`config.mk`:
```
export PLATFORM = sky130hd
export DESIGN_NAME = sipo_deserializer_flat
export DESIGN_NICKNAME = d
export VERILOG_FILES = /design/src/rtl/sipo_pkg.sv /design/src/rtl/sipo_deserializer_if.sv /design/src/rtl/sipo_shift_core.sv /design/src/rtl/sipo_deserializer.sv /design/src/flat_wrapper.sv
export SDC_FILE = /design/constraint.sdc
export NUM_CORES = 1
export LEC_CHECK = 0
export CORE_AREA = 2 2 39 41
export DETAILED_ROUTE_END_ITERATION = 12
export DIE_AREA = 0 0 41 43
export DONT_BUFFER_PORTS = 1
export GPL_ROUTABILITY_DRIVEN = 0
export GPL_TIMING_DRIVEN = 1
export PLACE_DENSITY = 0.58
export SETUP_SLACK_MARGIN = 0.02
export SLEW_MARGIN = 10
export SYNTH_ARGS = -nofsm -noshare
export SYNTH_HDL_FRONTEND = slang
export SYNTH_HIERARCHICAL = 1
export SYNTH_SLANG_ARGS = --single-unit
```
`constraint.sdc`:
```
create_clock -name clk -period 3.4 [get_ports clk]
set_clock_uncertainty 0.05 [all_clocks]
set_input_delay 0.34 -clock clk [delete_from_list [all_inputs] [get_ports clk]]
set_output_delay 0.34 -clock clk [all_outputs]
set_load 0.01 [all_outputs]
```
`src/rtl/sipo_pkg.sv`:
```
// Shared types and helpers for the serial-in, parallel-out deserializer.
package sipo_pkg;

    typedef enum logic [0:0] {EMPTY, FULL} out_state_t;

    // Constant ceil(log2(value)); sizes the bit counter as clog2(WIDTH+1).
    function automatic int unsigned clog2(input int unsigned value);
        int unsigned result;
        result = 0;
        for (int i = 0; i < 32; i++) begin
            if ((64'd1 << i) < 64'(value)) begin
                result = unsigned'(i + 1);
            end
        end
        return result;
    endfunction

endpackage

```
`src/rtl/sipo_deserializer_if.sv`:
```
// Serial input, parallel output handshake and overrun status bundle.
interface sipo_deserializer_if #(
    parameter int unsigned WIDTH = 4
);
    logic             sin_data;
    logic             sin_valid;
    logic             sin_start;
    logic [WIDTH-1:0] pout_data;
    logic             pout_valid;
    logic             pout_ready;
    logic             overrun;
    logic             ovr_clr;

    modport master (
        output sin_data, sin_valid, sin_start, pout_ready, ovr_clr,
        input  pout_data, pout_valid, overrun
    );

    modport slave (
        input  sin_data, sin_valid, sin_start, pout_ready, ovr_clr,
        output pout_data, pout_valid, overrun
    );

endinterface

```
`src/rtl/sipo_shift_core.sv`:
```
// Shift register and bit counter; word is the next-state value so the caller
// can capture the completed word on the same edge that accepts its last bit.
module sipo_shift_core
    import sipo_pkg::*;
#(
    parameter int unsigned WIDTH     = 4,
    parameter bit          MSB_FIRST = 1'b1
) (
    input  logic             clk,
    input  logic             rst_n,
    input  logic             sin_data,
    input  logic             sin_valid,
    input  logic             sin_start,
    output logic [WIDTH-1:0] word,
    output logic             word_done
);

    localparam int unsigned CNT_W = clog2(WIDTH + 1);
    localparam logic [CNT_W-1:0] LAST = CNT_W'(WIDTH - 1);

    logic [CNT_W-1:0] cnt_q, cnt_d;
    logic [WIDTH-1:0] sr_q, sr_d, shifted;

    always_comb begin
        shifted   = sr_q;
        sr_d      = sr_q;
        cnt_d     = cnt_q;
        word_done = 1'b0;

        // A start bit shifts into an empty register, discarding the partial word.
        if (MSB_FIRST) begin
            shifted = sin_start ? {{(WIDTH-1){1'b0}}, sin_data} : {sr_q[WIDTH-2:0], sin_data};
        end else begin
            shifted = sin_start ? {sin_data, {(WIDTH-1){1'b0}}} : {sin_data, sr_q[WIDTH-1:1]};
        end

        if (sin_valid) begin
            sr_d = shifted;
            if (sin_start) begin
                cnt_d = CNT_W'(1);
            end else if (cnt_q == LAST) begin
                cnt_d     = '0;
                word_done = 1'b1;
            end else begin
                cnt_d = cnt_q + CNT_W'(1);
            end
        end else if (sin_start) begin
            cnt_d = '0;
            sr_d  = '0;
        end
    end

    assign word = sr_d;

    always_ff @(posedge clk or negedge rst_n) begin
        if (!rst_n) begin
            cnt_q <= '0;
            sr_q  <= '0;
        end else begin
            cnt_q <= cnt_d;
            sr_q  <= sr_d;
        end
    end

endmodule

```
`src/rtl/sipo_deserializer.sv`:
```
// Serial-in, parallel-out receiver: one-word holding register with valid/ready
// handshake and a sticky overrun flag for words dropped while the holder is full.
module sipo_deserializer
    import sipo_pkg::*;
#(
    parameter int unsigned WIDTH     = 4,
    parameter bit          MSB_FIRST = 1'b1
) (
    input  logic                clk,
    input  logic                rst_n,
    sipo_deserializer_if.slave  bus
);

    logic [WIDTH-1:0] word;
    logic             word_done;
    out_state_t       state_q;
    logic [WIDTH-1:0] data_q;
    logic             ovr_q;

    sipo_shift_core #(
        .WIDTH     (WIDTH),
        .MSB_FIRST (MSB_FIRST)
    ) u_core (
        .clk       (clk),
        .rst_n     (rst_n),
        .sin_data  (bus.sin_data),
        .sin_valid (bus.sin_valid),
        .sin_start (bus.sin_start),
        .word      (word),
        .word_done (word_done)
    );

    always_ff @(posedge clk or negedge rst_n) begin
        if (!rst_n) begin
            state_q <= EMPTY;
            data_q  <= '0;
            ovr_q   <= 1'b0;
        end else begin
            unique case (state_q)
                EMPTY: begin
                    if (word_done) begin
                        state_q <= FULL;
                        data_q  <= word;
                    end
                end
                FULL: begin
                    // A read coinciding with completion swaps words with no bubble.
                    if (word_done) begin
                        if (bus.pout_ready) begin
                            data_q <= word;
                        end
                    end else if (bus.pout_ready) begin
                        state_q <= EMPTY;
                    end
                end
            endcase

            // Setting wins over a simultaneous clear.
            if (word_done && (state_q == FULL) && !bus.pout_ready) begin
                ovr_q <= 1'b1;
            end else if (bus.ovr_clr) begin
                ovr_q <= 1'b0;
            end
        end
    end

    assign bus.pout_data  = data_q;
    assign bus.pout_valid = (state_q == FULL);
    assign bus.overrun    = ovr_q;

endmodule

```
`src/flat_wrapper.sv`:
```
// flat-port wrapper written by rule: the top's interface ports become plain ports
module sipo_deserializer_flat import sipo_pkg::*;
#(
    parameter int unsigned WIDTH     = 4,
    parameter bit          MSB_FIRST = 1'b1
)
  (clk, rst_n, bus_sin_data, bus_sin_valid, bus_sin_start, bus_pout_ready, bus_ovr_clr, bus_pout_data, bus_pout_valid, bus_overrun);
  sipo_deserializer_if #(.WIDTH(WIDTH)) bus_i ();
  input  logic clk;
  input  logic rst_n;
  input wire logic [$bits(bus_i.sin_data)-1:0] bus_sin_data;
  input wire logic [$bits(bus_i.sin_valid)-1:0] bus_sin_valid;
  input wire logic [$bits(bus_i.sin_start)-1:0] bus_sin_start;
  input wire logic [$bits(bus_i.pout_ready)-1:0] bus_pout_ready;
  input wire logic [$bits(bus_i.ovr_clr)-1:0] bus_ovr_clr;
  output wire logic [$bits(bus_i.pout_data)-1:0] bus_pout_data;
  output wire logic [$bits(bus_i.pout_valid)-1:0] bus_pout_valid;
  output wire logic [$bits(bus_i.overrun)-1:0] bus_overrun;
  assign bus_i.sin_data = bus_sin_data;
  assign bus_i.sin_valid = bus_sin_valid;
  assign bus_i.sin_start = bus_sin_start;
  assign bus_i.pout_ready = bus_pout_ready;
  assign bus_i.ovr_clr = bus_ovr_clr;
  assign bus_pout_data = bus_i.pout_data;
  assign bus_pout_valid = bus_i.pout_valid;
  assign bus_overrun = bus_i.overrun;
  sipo_deserializer #(.WIDTH(WIDTH), .MSB_FIRST(MSB_FIRST)) u_core (.clk(clk), .rst_n(rst_n), .bus(bus_i));
endmodule
```
==> results of run 1 <==
## state kept, by name (all words and copies together) (netlist names)
signal / count
u_core/bus.pout_data: 4
u_core/u_core/sr_q: 4
u_core/u_core/cnt_q: 3
u_core/bus.overrun: 1
u_core/bus.pout_valid: 1
## layout make-up
class | count | area (um2) | area share, %
flip-flops and latches | 13 | 325.3 | 52.74
well taps | 16 | 20.02 | 3.245
repair buffers | 1 | 10.01 | 1.623
clock buffers | 4 | 26.28 | 4.260
inverters | 2 | 7.507 | 1.217
multi-input cells | 28 | 227.7 | 36.92
## layout by cell type (no fill, tap or decap)
cell           netlist  final
nor2b_1              1      1
dlygate4sd3_1        0      1
clkbuf_4             0      3
o22ai_1              1      1
a221o_1              1      1
inv_1                2      2
o21ai_1              1      1
nand3_1              1      1
a21oi_1              1      1
nand2_4              1      1
dfrtp_1             13     13
mux2_4               4      4
nor2_1               3      3
nand2b_4             1      1
clkbuf_1             0      1
nor3b_1              1      1
nor3_1               1      1
and3b_1              1      1
ha_1                 1      1
nand2b_1             3      3
nand2_1              3      3
mux2i_1              3      3
## per-stage QoR
step	std cells	power, mW
2_1_floorplan	45	0.2030
3_3_place_gp	59	0.2018
6_report	64	0.2963
5_1_grt	64	0.3167
4_1_cts	64	0.3032
3_5_place_dp	59	0.2041
## power breakdown
part	internal [mW]	total, mW	switching, mW	leakage [nW]
Combinational	0.0169	0.0279	0.0110	0.118
Clock	0.0454	0.0921	0.0467	0.0150
Sequential	0.166	0.176	0.0109	0.176
Total	0.228	0.296	0.0685	0.308
## worst max-delay path, stage by stage (launching register included)
cell and delay, ps:
dfrtp_1 380, ha_1 180, nand2_1 70, nor3_1 360, nand2_4 140, mux2_4 320
## metal layers
metal  part of all wire (%)  up-vias  wire length [um]  track usage (%)
met4                      0        0                 0            10.00
li1                       -      156                 -                -
met3                    6.0        0                54            3.141
met1                     42      166               375            15.36
met2                     52        7               465            19.38
met5                      0        -                 0                0
## cells by family (layout without fill, tap and decap cells)
| family | count (synthesis) | after routing | synth area share (%) |
|---|---|---|---|
| mux | 7 | 7 | 15.62 |
| fa+ha+maj | 1 | 1 | 2.169 |
| flops | 13 | 13 | 56.40 |
| compound gates | 4 | 4 | 4.554 |
| simple gates | 16 | 16 | 17.14 |
| buf+inv | 4 | 7 | 4.121 |
## how the worst max path moves through the flow
stage / start / endpoint / slack, ps / cells after the start
2_1_floorplan: u_core/u_core/cnt_q[0]$_DFFE_PN0P_ / u_core/bus.pout_data[0]$_DFFE_PN0P_ / 1960 / 5
3_3_place_gp: u_core/u_core/cnt_q[0]$_DFFE_PN0P_ / u_core/bus.pout_data[2]$_DFFE_PN0P_ / 1870 / 5
3_5_place_dp: u_core/u_core/cnt_q[0]$_DFFE_PN0P_ / u_core/bus.pout_data[1]$_DFFE_PN0P_ / 1800 / 5
4_1_cts: u_core/u_core/cnt_q[0]$_DFFE_PN0P_ / u_core/bus.pout_data[2]$_DFFE_PN0P_ / 1790 / 5
5_1_grt: u_core/u_core/cnt_q[0]$_DFFE_PN0P_ / u_core/bus.pout_data[2]$_DFFE_PN0P_ / 1710 / 5
6_report: u_core/u_core/cnt_q[0]$_DFFE_PN0P_ / u_core/bus.pout_data[2]$_DFFE_PN0P_ / 1800 / 5
## what timing repair did
action                    CTS  global route
hold endpoints to repair   13             0
setup buffers               0             0
hold buffers                1             0
==> results.sh, run 1 <==
export IMPL_status="completed"
export IMPL_ys_ff_latch=13
export IMPL_power_density_mw_per_mm2=480.4
export IMPL_setup_ws_ps=1800
export IMPL_leakage_nw=0.3084
export IMPL_r2r_start="u_core/u_core/cnt_q[0]$_DFFE_PN0P_"
export IMPL_r2r_cells=5
export IMPL_tightest_slew_ps=581.8
export IMPL_fill_cells=129
export IMPL_diodes=0
export IMPL_period_needed_ps=1600
export IMPL_grt_pass1_wl_um=1504
export IMPL_cts_tree="built"
export IMPL_initial_core_util_pct=41.68
export IMPL_drc=0
export IMPL_clock_path_buffers=2
export IMPL_synthCells=45
export IMPL_finalHoldViolations=0
export IMPL_netlist_area_um2=576.8
export IMPL_clock_sinks=13
export IMPL_critPathMaxFanout=4
export IMPL_netlist_area_leader_share_pct=56.40
export IMPL_hp_start="bus_sin_start"
export IMPL_cts_buffers=3
export IMPL_die_y_um=43
export IMPL_drive_above_1_share_pct=18.75
export IMPL_relSlewSlack_pct=61.09
export IMPL_fin_util_pct=44.57
export IMPL_placed_cell_area_um2=580.6
export IMPL_yosysSeqAreaShare_pct=56.40
export IMPL_viasPerCell=5.141
export IMPL_grt_pass1_vias=354
export IMPL_cts_resized=0
export IMPL_wl_um=895
export IMPL_core_area_mm2=0.001384
export IMPL_worstHoldPathCells=1
export IMPL_synthArstFlopShare_pct=100.0
export IMPL_drt_first_pass_iters=3
export IMPL_grt_max_degree=14
export IMPL_die_area_mm2=0.001763
export IMPL_syn_nets=53
export IMPL_fin_area_um2=616.8
export IMPL_synth_area_leader_cell="dfrtp_1"
export IMPL_setup_viol=0
export IMPL_areaGrowthSynthToFinish_pct=6.942
export IMPL_yosysMostFrequentCell="dfrtp_1"
export IMPL_grt_overflow_total=0
export IMPL_htree_num_levels=1
export IMPL_drt_iter0_markers=5
export IMPL_required_ps=3510
export IMPL_peakVddDrop_v=0.0001864
export IMPL_report_final_slew_viol_count=0
export IMPL_critPathArrivalTime_ps=1710
export IMPL_num_nets_final=57
export IMPL_synth_common_cells="dfrtp_1, mux2_4"
export IMPL_insertion_delay_ps=270
export IMPL_worstReg2RegEnd="u_core/bus.pout_data[2]$_DFFE_PN0P_"
export IMPL_vias=329
export IMPL_syn_avg_cell_area_um2=12.82
export IMPL_rsz0062_at_grt="no"
export IMPL_fmax_ghz=0.6250
export IMPL_whs_ps=74.91
export IMPL_clk_pin_slew_ps=70
export IMPL_port_buffers=0
export IMPL_antenna_found_initial=0
export IMPL_synth_ff_type="dfrtp_1"
export IMPL_ant_nets=0
export IMPL_final_period_utilization_pct=47.06
export IMPL_cp_end_kind="register"
export IMPL_yosysWarnings=6
export IMPL_die_w_um=41
export IMPL_holdPathEnd="u_core/u_core/cnt_q[1]$_DFFE_PN0P_"
export IMPL_setup_tns_final_ps=0
export IMPL_cp_start_kind="register"
export IMPL_worstHoldPathType="primary input to register"
export IMPL_netlist_top_cells_area="dfrtp_1, mux2_4, mux2i_1"
export IMPL_ff2ff_setup_slack_ps=1800
export IMPL_wire_per_inst_um=13.98
export IMPL_synth_edff_count=0
export IMPL_dp_slack_ps=1799
export IMPL_track_usage_pct=13.09
export IMPL_cap_violations=0
export IMPL_cts_root_buf="clkbuf_4"
export IMPL_synthDistinctLibCells=21
export IMPL_fp_row_count=14
export IMPL_ios=13
export IMPL_crit_type="register to register"
(Power assumes the default switching activity.)
==> run 2, diff against run 1 <==
--- a/config.mk
+++ b/config.mk
@@ -11,7 +11,7 @@
 export DONT_BUFFER_PORTS = 1
 export GPL_ROUTABILITY_DRIVEN = 0
 export GPL_TIMING_DRIVEN = 1
-export PLACE_DENSITY = 0.58
+export PLACE_DENSITY = 0.6
 export SETUP_SLACK_MARGIN = 0.02
 export SLEW_MARGIN = 10
 export SYNTH_ARGS = -nofsm -noshare
==> constraint.sdc (replaced) <==
create_clock -name clk -period 1.3 [get_ports clk]
set_clock_uncertainty 0.05 [all_clocks]
set_input_delay 0.13 -clock clk [delete_from_list [all_inputs] [get_ports clk]]
set_output_delay 0.13 -clock clk [all_outputs]
set_load 0.01 [all_outputs]
==> results.sh, run 2 (synthesis gave the netlist of run 1 again) <==
export IMPL_status="finished, violations left"
export IMPL_violations="hold timing, setup timing"
export IMPL_whs_ps=-133.5
export IMPL_final_common_cell="dfrtp_1"
export IMPL_critPathArrivalTime_ps=1480
export IMPL_die_y_um=43
export IMPL_wl_um=988
export IMPL_cts_tree="built"
export IMPL_antenna_found_initial=0
export IMPL_worstHoldPathCells=1
export IMPL_required_ps=1410
export IMPL_rsz0062_at_grt="yes"
export IMPL_track_usage_pct=14.74
export IMPL_setup_viol=4
export IMPL_cts_hold_buffers=4
export IMPL_grt_util_met1_pct=16.78
export IMPL_power_density_mw_per_mm2=1165
export IMPL_path_cells="ha_2, nand2_2, nor3_4, nand2_4, mux2_4"
export IMPL_areaGrowthSynthToFinish_pct=19.96
export IMPL_cp_end_kind="register"
export IMPL_fmax_ghz=0.7321
export IMPL_port_buffers=0
export IMPL_ant_nets=0
export IMPL_period_needed_ps=1366
export IMPL_final_cells=70
export IMPL_report_final_slew_viol_count=0
export IMPL_fin_util_pct=50.00
export IMPL_core_area_mm2=0.001384
export IMPL_finalHoldViolations=5
export IMPL_drt_first_pass_iters=2
export IMPL_die_w_um=41
export IMPL_setup_tns_final_ps=-256.7
export IMPL_final_cell_mix="dfrtp_1, mux2_4, dlygate4sd3_1"
export IMPL_grt_overflow_total=0
export IMPL_drt_iter0_markers=2
export IMPL_hp_start="bus_sin_start"
export IMPL_viasPerCell=5.214
export IMPL_tightest_slew_ps=568.9
export IMPL_fp_row_count=14
export IMPL_initial_core_util_pct=41.68
export IMPL_fill_cells=133
export IMPL_use_met3_pct=9.948
export IMPL_clk_pin_slew_ps=80
export IMPL_setup_ws_ps=-65.87
export IMPL_r2r_start="u_core/u_core/cnt_q[1]$_DFFE_PN0P_"
export IMPL_clock_path_buffers=2
export IMPL_worstHoldPathType="primary input to register"
export IMPL_leakage_nw=0.3358
export IMPL_holdPathEnd="u_core/u_core/cnt_q[1]$_DFFE_PN0P_"
export IMPL_cap_violations=0
export IMPL_cts_buffers=3
export IMPL_crit_type="register to register"
export IMPL_diodes=0
export IMPL_multi_input_area_um2=250.2
export IMPL_grt_pass1_vias=392
export IMPL_grt_max_degree=14
export IMPL_slowest_stage="dfrtp_1"
export IMPL_dpl_hpwl_um=712.7
export IMPL_busiest_layer="met2"
export IMPL_cp_start_kind="register"
export IMPL_register_area_um2=325.3
export IMPL_vias=365
export IMPL_worstReg2RegEnd="u_core/bus.pout_data[0]$_DFFE_PN0P_"
export IMPL_htree_num_levels=1
export IMPL_grt_pass1_wl_um=1669
export IMPL_ff2ff_setup_slack_ps=-70
export IMPL_drc=0
export IMPL_r2r_cells=5
export IMPL_grtUsageMet2_pct=21.88
export IMPL_cts_root_buf="clkbuf_4"
export IMPL_critPathMaxFanout=4
export IMPL_num_nets_final=63
export IMPL_peakVddDrop_v=0.0005689
export IMPL_drive_above_1_share_pct=29.63
export IMPL_placed_cells=61
export IMPL_crit_buf_inv=0
export IMPL_wire_per_inst_um=14.11
export IMPL_clock_sinks=13
export IMPL_relSlewSlack_pct=61.95
export IMPL_cp_slowest_stage_delay_ps=370
export IMPL_ios=13
export IMPL_crit_family="flip-flops"
export IMPL_die_area_mm2=0.001763
export IMPL_insertion_delay_ps=270
export IMPL_final_period_utilization_pct=105.1
[run 2: cell types whose count changed in the layout (fill, tap and decap cells not counted)]
cell	previous run	this run
buf_4	0	3
nand2_2	0	1
ha_1	1	0
nor3_4	0	1
o22ai_1	1	0
ha_2	0	1
nor3_1	1	0
nand2_1	3	2
o22ai_2	0	1
dlygate4sd3_1	1	4
[run 2: report_power, final]
part | internal, mW | switching [mW]
registers | 0.433 | 0.0276
clock network | 0.119 | 0.125
logic | 0.0631 | 0.0386
total | 0.615 | 0.191
[run 2: worst register-to-register path: cells and delay by family (launching register included)]
family / cells / cell delay (ps)
flops: 1 / 370
simple gates: 3 / 340
mux: 1 / 310
fa+ha+maj: 1 / 200
[run 2: layout make-up]
cell class,count,area share [%]
Multi-Input combinational cell,28,36.17
Timing Repair Buffer,7,9.042
Inverter,2,1.085
Tap cell,16,2.893
Sequential cell,13,47.02
Clock buffer,4,3.797
[run 2: worst max-delay path by stage]
stage | end | slack, ps | cells after the start | from
3_5_place_dp | u_core/bus.pout_data[2]$_DFFE_PN0P_ | -70 | 5 | u_core/u_core/cnt_q[0]$_DFFE_PN0P_
2_1_floorplan | u_core/bus.pout_data[0]$_DFFE_PN0P_ | 6 | 5 | u_core/u_core/cnt_q[0]$_DFFE_PN0P_
3_3_place_gp | u_core/bus.pout_data[3]$_DFFE_PN0P_ | -30 | 5 | u_core/u_core/cnt_q[0]$_DFFE_PN0P_
6_report | u_core/bus.pout_data[0]$_DFFE_PN0P_ | -70 | 5 | u_core/u_core/cnt_q[1]$_DFFE_PN0P_
4_1_cts | u_core/bus.pout_data[0]$_DFFE_PN0P_ | -80 | 5 | u_core/u_core/cnt_q[1]$_DFFE_PN0P_
5_1_grt | u_core/bus.pout_data[3]$_DFFE_PN0P_ | -130 | 5 | u_core/u_core/cnt_q[1]$_DFFE_PN0P_
[run 2: timing repair]
action / CTS / global route
resized for setup: 0 / 1
setup buffers: 1 / 0
endpoints found under the setup margin: 4 / 5
hold endpoints to repair: 21 / 7
[run 2: through the flow]
stage,setup slack (ps),area [um2],total power [mW],hold slack [ps]
after CTS,-80.33,685.7,0.8218,-148.9
final,-65.87,691.9,0.8058,-133.5
after global placement,-28.44,611.8,0.5379,-215.2
after detailed placement,-70.92,611.8,0.5465,-215.3
after floorplan,5.994,593.1,0.5349,-215.6
after global routing,-128.1,691.9,0.8585,-159.6
[run 2: routing by layer]
layer / part of all wire, % / routed length [um] / up-vias
met5: 0 / 0 / -
met4: 0 / 0 / 0
met3: 6.4 / 63 / 0
met2: 53 / 528 / 9
met1: 40 / 396 / 187
li1: - / - / 169
